==> src/rtl/temp_sensor_avg_ctrl.sv <==
// temp_sensor_avg_ctrl
//   Sequencer/averager wrapped around the temperature-sensor pulse-length
//   measurement block. It triggers a measurement, waits for the result,
//   idles for a programmable gap, and repeats until 2^AVG_LOG2 samples have
//   been collected. It then publishes the truncated mean with a one-cycle
//   strobe. A missing sensor response aborts the run and raises a sticky
//   error flag.
//
// Ports
//   clk_100MHz    system clock, rising edge
//   RESET_N       asynchronous active-low reset
//   start         request one averaging run (honoured only in IDLE)
//   continuous    restart automatically after each completed run
//   interval      gap cycles between result and next trigger (0 acts as 1)
//   pulse_in      one-cycle trigger to the measurement block
//   pulse_length  measured length, qualified by valid
//   valid         one-cycle qualifier for pulse_length
//   avg_out       last average, held until the next result
//   avg_valid     one-cycle strobe marking a new avg_out
//   busy          high whenever the sequencer is not IDLE
//   timeout_err   sticky abort flag, cleared by the next accepted start
module temp_sensor_avg_ctrl #(
    parameter int TS_COUNT_WIDTH = 32,
    parameter int AVG_LOG2       = 3,
    parameter int PERIOD_WIDTH   = 32,
    parameter int TIMEOUT        = 100000
) (
    input  logic                      clk_100MHz,
    input  logic                      RESET_N,
    input  logic                      start,
    input  logic                      continuous,
    input  logic [PERIOD_WIDTH-1:0]   interval,
    output logic                      pulse_in,
    input  logic [TS_COUNT_WIDTH-1:0] pulse_length,
    input  logic                      valid,
    output logic [TS_COUNT_WIDTH-1:0] avg_out,
    output logic                      avg_valid,
    output logic                      busy,
    output logic                      timeout_err
);

    // The accumulator carries AVG_LOG2 extra bits so that N maximum-valued
    // samples can never overflow it.
    localparam int ACC_W = TS_COUNT_WIDTH + AVG_LOG2;
    localparam int CNT_W = AVG_LOG2 + 1;
    localparam int TMO_W = $clog2(TIMEOUT + 1);
    localparam logic [CNT_W-1:0] LAST_IDX = CNT_W'((1 << AVG_LOG2) - 1);

    typedef enum logic [2:0] {
        S_IDLE,
        S_TRIG,
        S_WAIT,
        S_GAP,
        S_DONE
    } state_t;

    state_t                  state;
    logic [ACC_W-1:0]        acc;
    logic [CNT_W-1:0]        cnt;
    logic [TMO_W-1:0]        tmo_cnt;
    logic [PERIOD_WIDTH-1:0] gap_cnt;

    logic [ACC_W-1:0]        acc_sum;
    logic [PERIOD_WIDTH-1:0] gap_load;

    always_comb begin
        acc_sum  = acc + ACC_W'(pulse_length);
        // A zero interval still costs one GAP cycle.
        gap_load = (interval == '0) ? PERIOD_WIDTH'(1) : interval;
    end

    always_ff @(posedge clk_100MHz or negedge RESET_N) begin
        if (!RESET_N) begin
            state       <= S_IDLE;
            pulse_in    <= 1'b0;
            avg_valid   <= 1'b0;
            busy        <= 1'b0;
            timeout_err <= 1'b0;
            avg_out     <= '0;
            acc         <= '0;
            cnt         <= '0;
            tmo_cnt     <= '0;
            gap_cnt     <= '0;
        end else begin
            pulse_in  <= 1'b0;
            avg_valid <= 1'b0;
            case (state)
                S_IDLE: begin
                    acc <= '0;
                    cnt <= '0;
                    if (start) begin
                        timeout_err <= 1'b0;
                        busy        <= 1'b1;
                        state       <= S_TRIG;
                    end
                end
                // pulse_in is registered, so the trigger appears on the
                // wire during the first WAIT cycle.
                S_TRIG: begin
                    pulse_in <= 1'b1;
                    tmo_cnt  <= TMO_W'(TIMEOUT);
                    state    <= S_WAIT;
                end
                // A result arriving in the last timeout cycle is still
                // accepted: valid is tested before expiry.
                S_WAIT: begin
                    if (valid) begin
                        acc <= acc_sum;
                        cnt <= cnt + CNT_W'(1);
                        if (cnt == LAST_IDX) begin
                            avg_out   <= TS_COUNT_WIDTH'(acc_sum >> AVG_LOG2);
                            avg_valid <= 1'b1;
                            state     <= S_DONE;
                        end else begin
                            gap_cnt <= gap_load;
                            state   <= S_GAP;
                        end
                    end else if (tmo_cnt <= TMO_W'(1)) begin
                        timeout_err <= 1'b1;
                        busy        <= 1'b0;
                        state       <= S_IDLE;
                    end else begin
                        tmo_cnt <= tmo_cnt - TMO_W'(1);
                    end
                end
                S_GAP: begin
                    if (gap_cnt <= PERIOD_WIDTH'(1)) begin
                        state <= S_TRIG;
                    end else begin
                        gap_cnt <= gap_cnt - PERIOD_WIDTH'(1);
                    end
                end
                S_DONE: begin
                    if (continuous) begin
                        acc     <= '0;
                        cnt     <= '0;
                        gap_cnt <= gap_load;
                        state   <= S_GAP;
                    end else begin
                        busy  <= 1'b0;
                        state <= S_IDLE;
                    end
                end
                default: begin
                    busy  <= 1'b0;
                    state <= S_IDLE;
                end
            endcase
        end
    end

endmodule

==> config.mk <==
export PLATFORM = sky130hd
export DESIGN_NAME = temp_sensor_avg_ctrl
export DESIGN_NICKNAME = d
export VERILOG_FILES = /design/src/rtl/temp_sensor_avg_ctrl.sv
export SDC_FILE = /design/constraint.sdc
export NUM_CORES = 1
export LEC_CHECK = 0
export ABC_AREA = 1
export CAP_MARGIN = 20
export CELL_PAD_IN_SITES_DETAIL_PLACEMENT = 1
export CELL_PAD_IN_SITES_GLOBAL_PLACEMENT = 1
export CORE_UTILIZATION = 41
export CTS_CLUSTER_SIZE = 8
export DETAILED_ROUTE_END_ITERATION = 8
export PLACE_DENSITY = 0.87
export SYNTH_ARGS = -nofsm -noshare
export SYNTH_HDL_FRONTEND = slang
export SYNTH_SLANG_ARGS = --single-unit
==> constraint.sdc <==
create_clock -name clk_100MHz -period 2.2 [get_ports clk_100MHz]
set_input_delay 0.44 -clock clk_100MHz [delete_from_list [all_inputs] [get_ports clk_100MHz]]
set_output_delay 0.44 -clock clk_100MHz [all_outputs]
set_load 0.01 [all_outputs]
# Word-level counts from Yosys, hierarchy flattened
# Cells that the tools add are included.
word_totals:
  regBits: 127
  latchBits: 0
  ram_bits: 0
  romBits: 0
  inputBits: 69
  output_inout_bits: 36
  n_memories: 0
classes:
  addsub: 4
  n_mul: 0
  div: 0
  magnitude_cmp: 2
  n_eq_ne: 16
  shifts: 0
  mux: 35
  bitwise: 1
  reduce_logical: 14
ops:
  columns: ["op", "n"]
  rows:
  - ["$mux 32", 5]
  - ["$pmux 35 s3", 1]
  - ["$pmux 32 s3", 1]
  - ["$mux 35", 2]
  - ["$add 35x32->35", 1]
  - ["$mux 17", 2]
  - ["$pmux 17 s2", 1]
  - ["$le 32x1->1 const B", 1]
  - ["$logic_not 32->1", 1]
  - ["$sub 32x1->32 const B", 1]
  - ["$ne 2x2->1 const B", 10]
  - ["$le 17x1->1 const B", 1]
  - ["$sub 17x1->17 const B", 1]
  - ["$mux 3", 5]
  - ["$pmux 3 s5", 1]
  - ["$pmux 4 s3", 1]
  - ["$reduce_and 3->1", 4]
  - ["$mux 1", 11]
  - ["$reduce_and 5->1", 2]
  - ["$mux 4", 2]
  - ["$eq 3x2->1 const B", 2]
  - ["$reduce_bool 3->1", 2]
  - ["$add 4x1->4 const B", 1]
  - ["$eq 4x3->1 const B", 1]
  - ["11 further kinds", 12]

# Logic depth before layout (Yosys ltp)
depth:
  word_depth: 5
  mapped_depth: 14
  mapped_depth_nobuf: 14

# Worst setup path before layout
# Ideal clock, no wire load.
synth_path:
  kind: "input to register"
  start: "in pulse_length[0]"
  end: "reg acc[32]"
  setup_ns: 0.118
  arrival_ns: 1.840
  setup_slack_ns: 0.242
  stages: 12
  n_path_buf: 0
  path_cell_list: "ha_1 fa_1 nand3_1 nand3_1 nand3_1 nand2_1 nand2_1 nand2_1 nand2_1 nand3b_1 nand3_1 nand2_1"
synth_between:
  elab_chain_cells: 3
synth_lines:
  columns: ["item", "line", "rtl"]
  rows:
  - ["start, declared", "34", "input logic [TS_COUNT_WIDTH-1:0] pulse_length,"]
  - ["$add 35x32->35", "67", "acc_sum = acc + ACC_W'(pulse_length);"]
  - ["$mux 35", "107", "if (valid) begin"]
  - ["$pmux 35 s3", "87", "case (state)"]
  - ["end signal, assigned", "108", "acc <= acc_sum;"]
  - ["end, declared", "58", "logic [ACC_W-1:0] acc;"]
# Every way passes these cells. The select of a mux whose other input is x is not followed.
# A chain may end at the register's enable or synchronous reset.

# Final worst setup path
layout_path:
  start: "in pulse_length[7]"
  end: "reg avg_out[17]"
layout_between:
  elab_chain_cells: 1
layout_lines:
  columns: ["item", "line", "rtl"]
  rows:
  - ["$add 35x32->35", "67", null]
  - ["end signal, assigned", "111", "avg_out <= TS_COUNT_WIDTH'(acc_sum >> AVG_LOG2);"]
  - ["end, declared", "36", "output logic [TS_COUNT_WIDTH-1:0] avg_out,"]
# Every way passes these cells.

==> impl_metrics.ini <==
[power_and_ir_drop]
power_frac_comb_pct = 56.2
p_switching_uw = 7470
max-vdd-ir-drop_mv = 0.704
power_frac_clock_pct = 19.1
p_per_area_nw_per_um2 = 1370
pwr-share-seq_pct = 24.7
p_int_uw = 8430
swShare_pct = 47.0
leakage_uw = 0.00612

[layout]
layout.nets = 1634
fillers = 2734
final_cell_mix = nand2_1 (543), nor2_1 (138), inv_1 (133), dfrtp_1 (127), clkdlybuf4s50_1 (103)
diodes = 0
drive_above_1_share_pct = 11.8
syn_to_final_growth_pct = 30.7
layoutNonFillerInstCount = 1814
final_common_cell = nand2_1

[floorplan]
die-area_um2 = 22300
coreArea_um2 = 21200
ios = 105
die_h_um = 149
start_util_pct = 42.1
chipWidth_um = 149
placementRows = 53

[setup_path]
crit_start = pulse_length[7]
worstPathArrival_ns = 2.47
crit_path_cell_trace = clkdlybuf4s50_1 -> ha_1 -> nand2_1 -> nand2_1 -> buf_4 -> a21oi_1 -> nand2_2 -> nand2_1 -> nand2_2 -> nand2_1 -> nand3b_1 -> nand3_2 -> nand2_1
cp.required_ns = 2.53
max_stage_delay_ns = 0.43
crit_top_cell = nand2_1
cp_num_buf_inv = 2
r2r_slack_ns = 0.10
r2r_start = acc[0]
cp_top_family = simple AND/OR/NAND/NOR gates
critPathSlowestCell = clkdlybuf4s50_1
critPathLaunchType = input pin
endpoint_kind = flip-flop
cp_max_fo = 4
path_class = in2reg

[cts]
cts_buffers = 17
cts_setup_buffers = 0
cts_buffer_depth = 2
cts_tree = done
clkTransAtPathRegs_ns = 0.06
clock-sinks = 127
clockRootBuffer = clkbuf_16
h-tree-depth = 4
clk_latency_ns = 0.44

[sta]
period_minus_slack_ns = 2.15
relSlewSlack_pct = 36.8
worst_slew_pin_slew_ns = 0.947
finClkSkew_ns = 0.0135
post-route-period-util_pct = 97.5
max_freq_mhz = 466
drv_slew = 0
setup_viol = 0
finalHoldViolCount = 0
hold_slack_ns = 0.472

[yosys]
synth_top_family_by_area = simple AND/OR/NAND/NOR gates
synth_area_um2 = 8910
synth.distinct_cells = 42
ys_seq_area_share_pct = 35.7
synth-simple-area-share_pct = 38.4
synth_mux_area_share_pct = 0.112
syn_avg_cell_area_um2 = 6.64
synthAdderAreaFrac_pct = 5.42
synth_seq_cells = 127
synth-compound-area-share_pct = 8.00
synth_warnings = 0
syn_inst = 1343
syn_nets = 1450
synthXorXnorAreaFrac_pct = 4.72

[place]
portBuffers = 104
gp_congestion = 0.877
placedCellCount = 1782
hpwlAfterDp_mm = 22.4

[detailed_routing]
routedWlPerCell_um = 18.0
firstDrtPassIters = 5
drtIter0Drc = 565
routed-via-count = 9660
wl_met3_mm = 1.04
via_per_inst = 5.33
top_layer = met4
routed-wl-met2_mm = 16.4
wl_met1_mm = 14.2
ant_nets = 0
drc = 0
wl_mm = 32.6

[global_route]
grt_pass1_vias = 10300
antenna_found_initial = 0
grt_pass1_wl_mm = 52.0
grt-ovfl-total = 0
track_usage_pct = 29.8
grt_max_degree = 50

[status]
status = finished clean

[min_path]
min_path_type = reg2reg
hp-start = tmo_cnt[15]

[flow_run]
drv.max_cap_violation_count = 0
-- flip-flops by register name, summed over array words and instances, names as in the netlist, 3 cells and up --
register and cells:
state 3, avg_out 32, cnt 4, acc 35, gap_cnt 32, tmo_cnt 17
-- kinds of logic after synthesis --
| logic type | count (synthesis) |
|---|---|
| XOR/XNOR | 48 |
| AND/OR/NAND/NOR | 840 |
| multiplexers | 1 |
| adder cells (fa/ha/maj) | 38 |
| flip-flops | 127 |
| buffers and inverters | 165 |
| AO/OA/AOI/OAI | 124 |
-- layer usage --
layer | up-vias | GRT usage, %
met2 | 222 | 53.0
met1 | 4761 | 36.3
met5 | - | 0
met4 | 0 | 10.9
met3 | 74 | 4.15
li1 | 4603 | -
-- final timing paths --
kind,endpoint,depth (start not counted)
worst max-delay path,avg_out[17],13
worst min-delay path,tmo_cnt[15],2
worst max register to register,acc[14],11
worst min register to register,tmo_cnt[15],2
max in group asynchronous,gap_cnt[13],3
min in group asynchronous,acc[31],2
-- worst reg2reg max path, delay by kind of cell (launching register included) --
family                     cells  cell delay (ns)
DFF                            1             0.40
xor gates and xnor gates       1             0.30
adders and majority gates      2             0.57
and+or+nand+nor                8             0.77
-- per-stage QoR --
stage	util (%)	setup TNS (ns)	setup WS, ns	total power [µW]	area (µm²)
final	55.1	0	0.0543	15900	11600
after CTS	54.2	0	0.0131	15500	11500
after detailed placement	51.2	-18.08	-0.477	12200	10800
after floorplan	-	0	0.242	9130	8910
after global placement	51.2	-12.87	-0.367	11700	10800
after global routing	55.1	-0.705	-0.0666	17100	11600
-- area by class of cell --
class / instances / area (µm²) / area share (%)
clock buffer: 20 / 457 / 3.92
clock inverter: 11 / 156 / 1.34
inverter: 137 / 517 / 4.44
multi-input combinational: 1051 / 5230 / 44.9
sequential: 127 / 3180 / 27.3
tap: 275 / 344 / 2.95
timing repair buffer: 193 / 1760 / 15.1
-- power groups by stage --
stage          Sequential, µW  Combinational, µW  Clock [µW]
6_report                 3920               8940        3040
5_1_grt                  4030               9880        3160
4_1_cts                  3890               8580        3080
3_5_place_dp             3890               8300           0
3_3_place_gp             3840               7870           0
2_1_floorplan            3690               5450           0
-- cells in the mapped netlist --
master | number | area [µm²]
a22oi_1 | 1 | 7.51
nor2_4 | 1 | 11.3
nand2_1 | 558 | 2090
buf_8 | 2 | 30.0
buf_6 | 3 | 33.8
xor2_1 | 30 | 263
o21ai_1 | 5 | 25.0
fa_1 | 1 | 20.0
and2_1 | 1 | 6.26
o21ai_4 | 1 | 16.3
buf_2 | 11 | 55.1
nand2_2 | 4 | 25.0
dfrtp_1 | 127 | 3180
nor3_4 | 1 | 16.3
a21oi_4 | 1 | 16.3
nor2_2 | 3 | 18.8
nor3b_1 | 1 | 7.51
o21ai_2 | 1 | 8.76
ha_1 | 37 | 463
buf_4 | 2 | 15.0
inv_2 | 3 | 11.3
inv_1 | 133 | 499
nand3b_1 | 11 | 82.6
nor3_1 | 13 | 65.1
nand3_4 | 1 | 17.5
a21oi_2 | 1 | 8.76
nor4_1 | 7 | 43.8
mux2i_1 | 1 | 10.0
a22o_1 | 10 | 87.6
o21bai_1 | 6 | 45.0
nor2_1 | 140 | 526
nand4_1 | 4 | 25.0
a21oi_1 | 40 | 200
o21ai_0 | 54 | 270
clkinv_1 | 1 | 3.75
o22ai_1 | 2 | 12.5
clkbuf_1 | 10 | 37.5
or2_2 | 7 | 43.8
xnor2_1 | 18 | 158
a21boi_0 | 1 | 7.51
o31ai_1 | 1 | 7.51
nand3_1 | 88 | 440
-- timing repair --
action,CTS,global route
hold endpoints to repair,45,0
pin swaps,0,2
hold buffers,1,0
setup endpoints to repair,3,55
resized for setup,2,43
(Power assumes the default switching activity.)
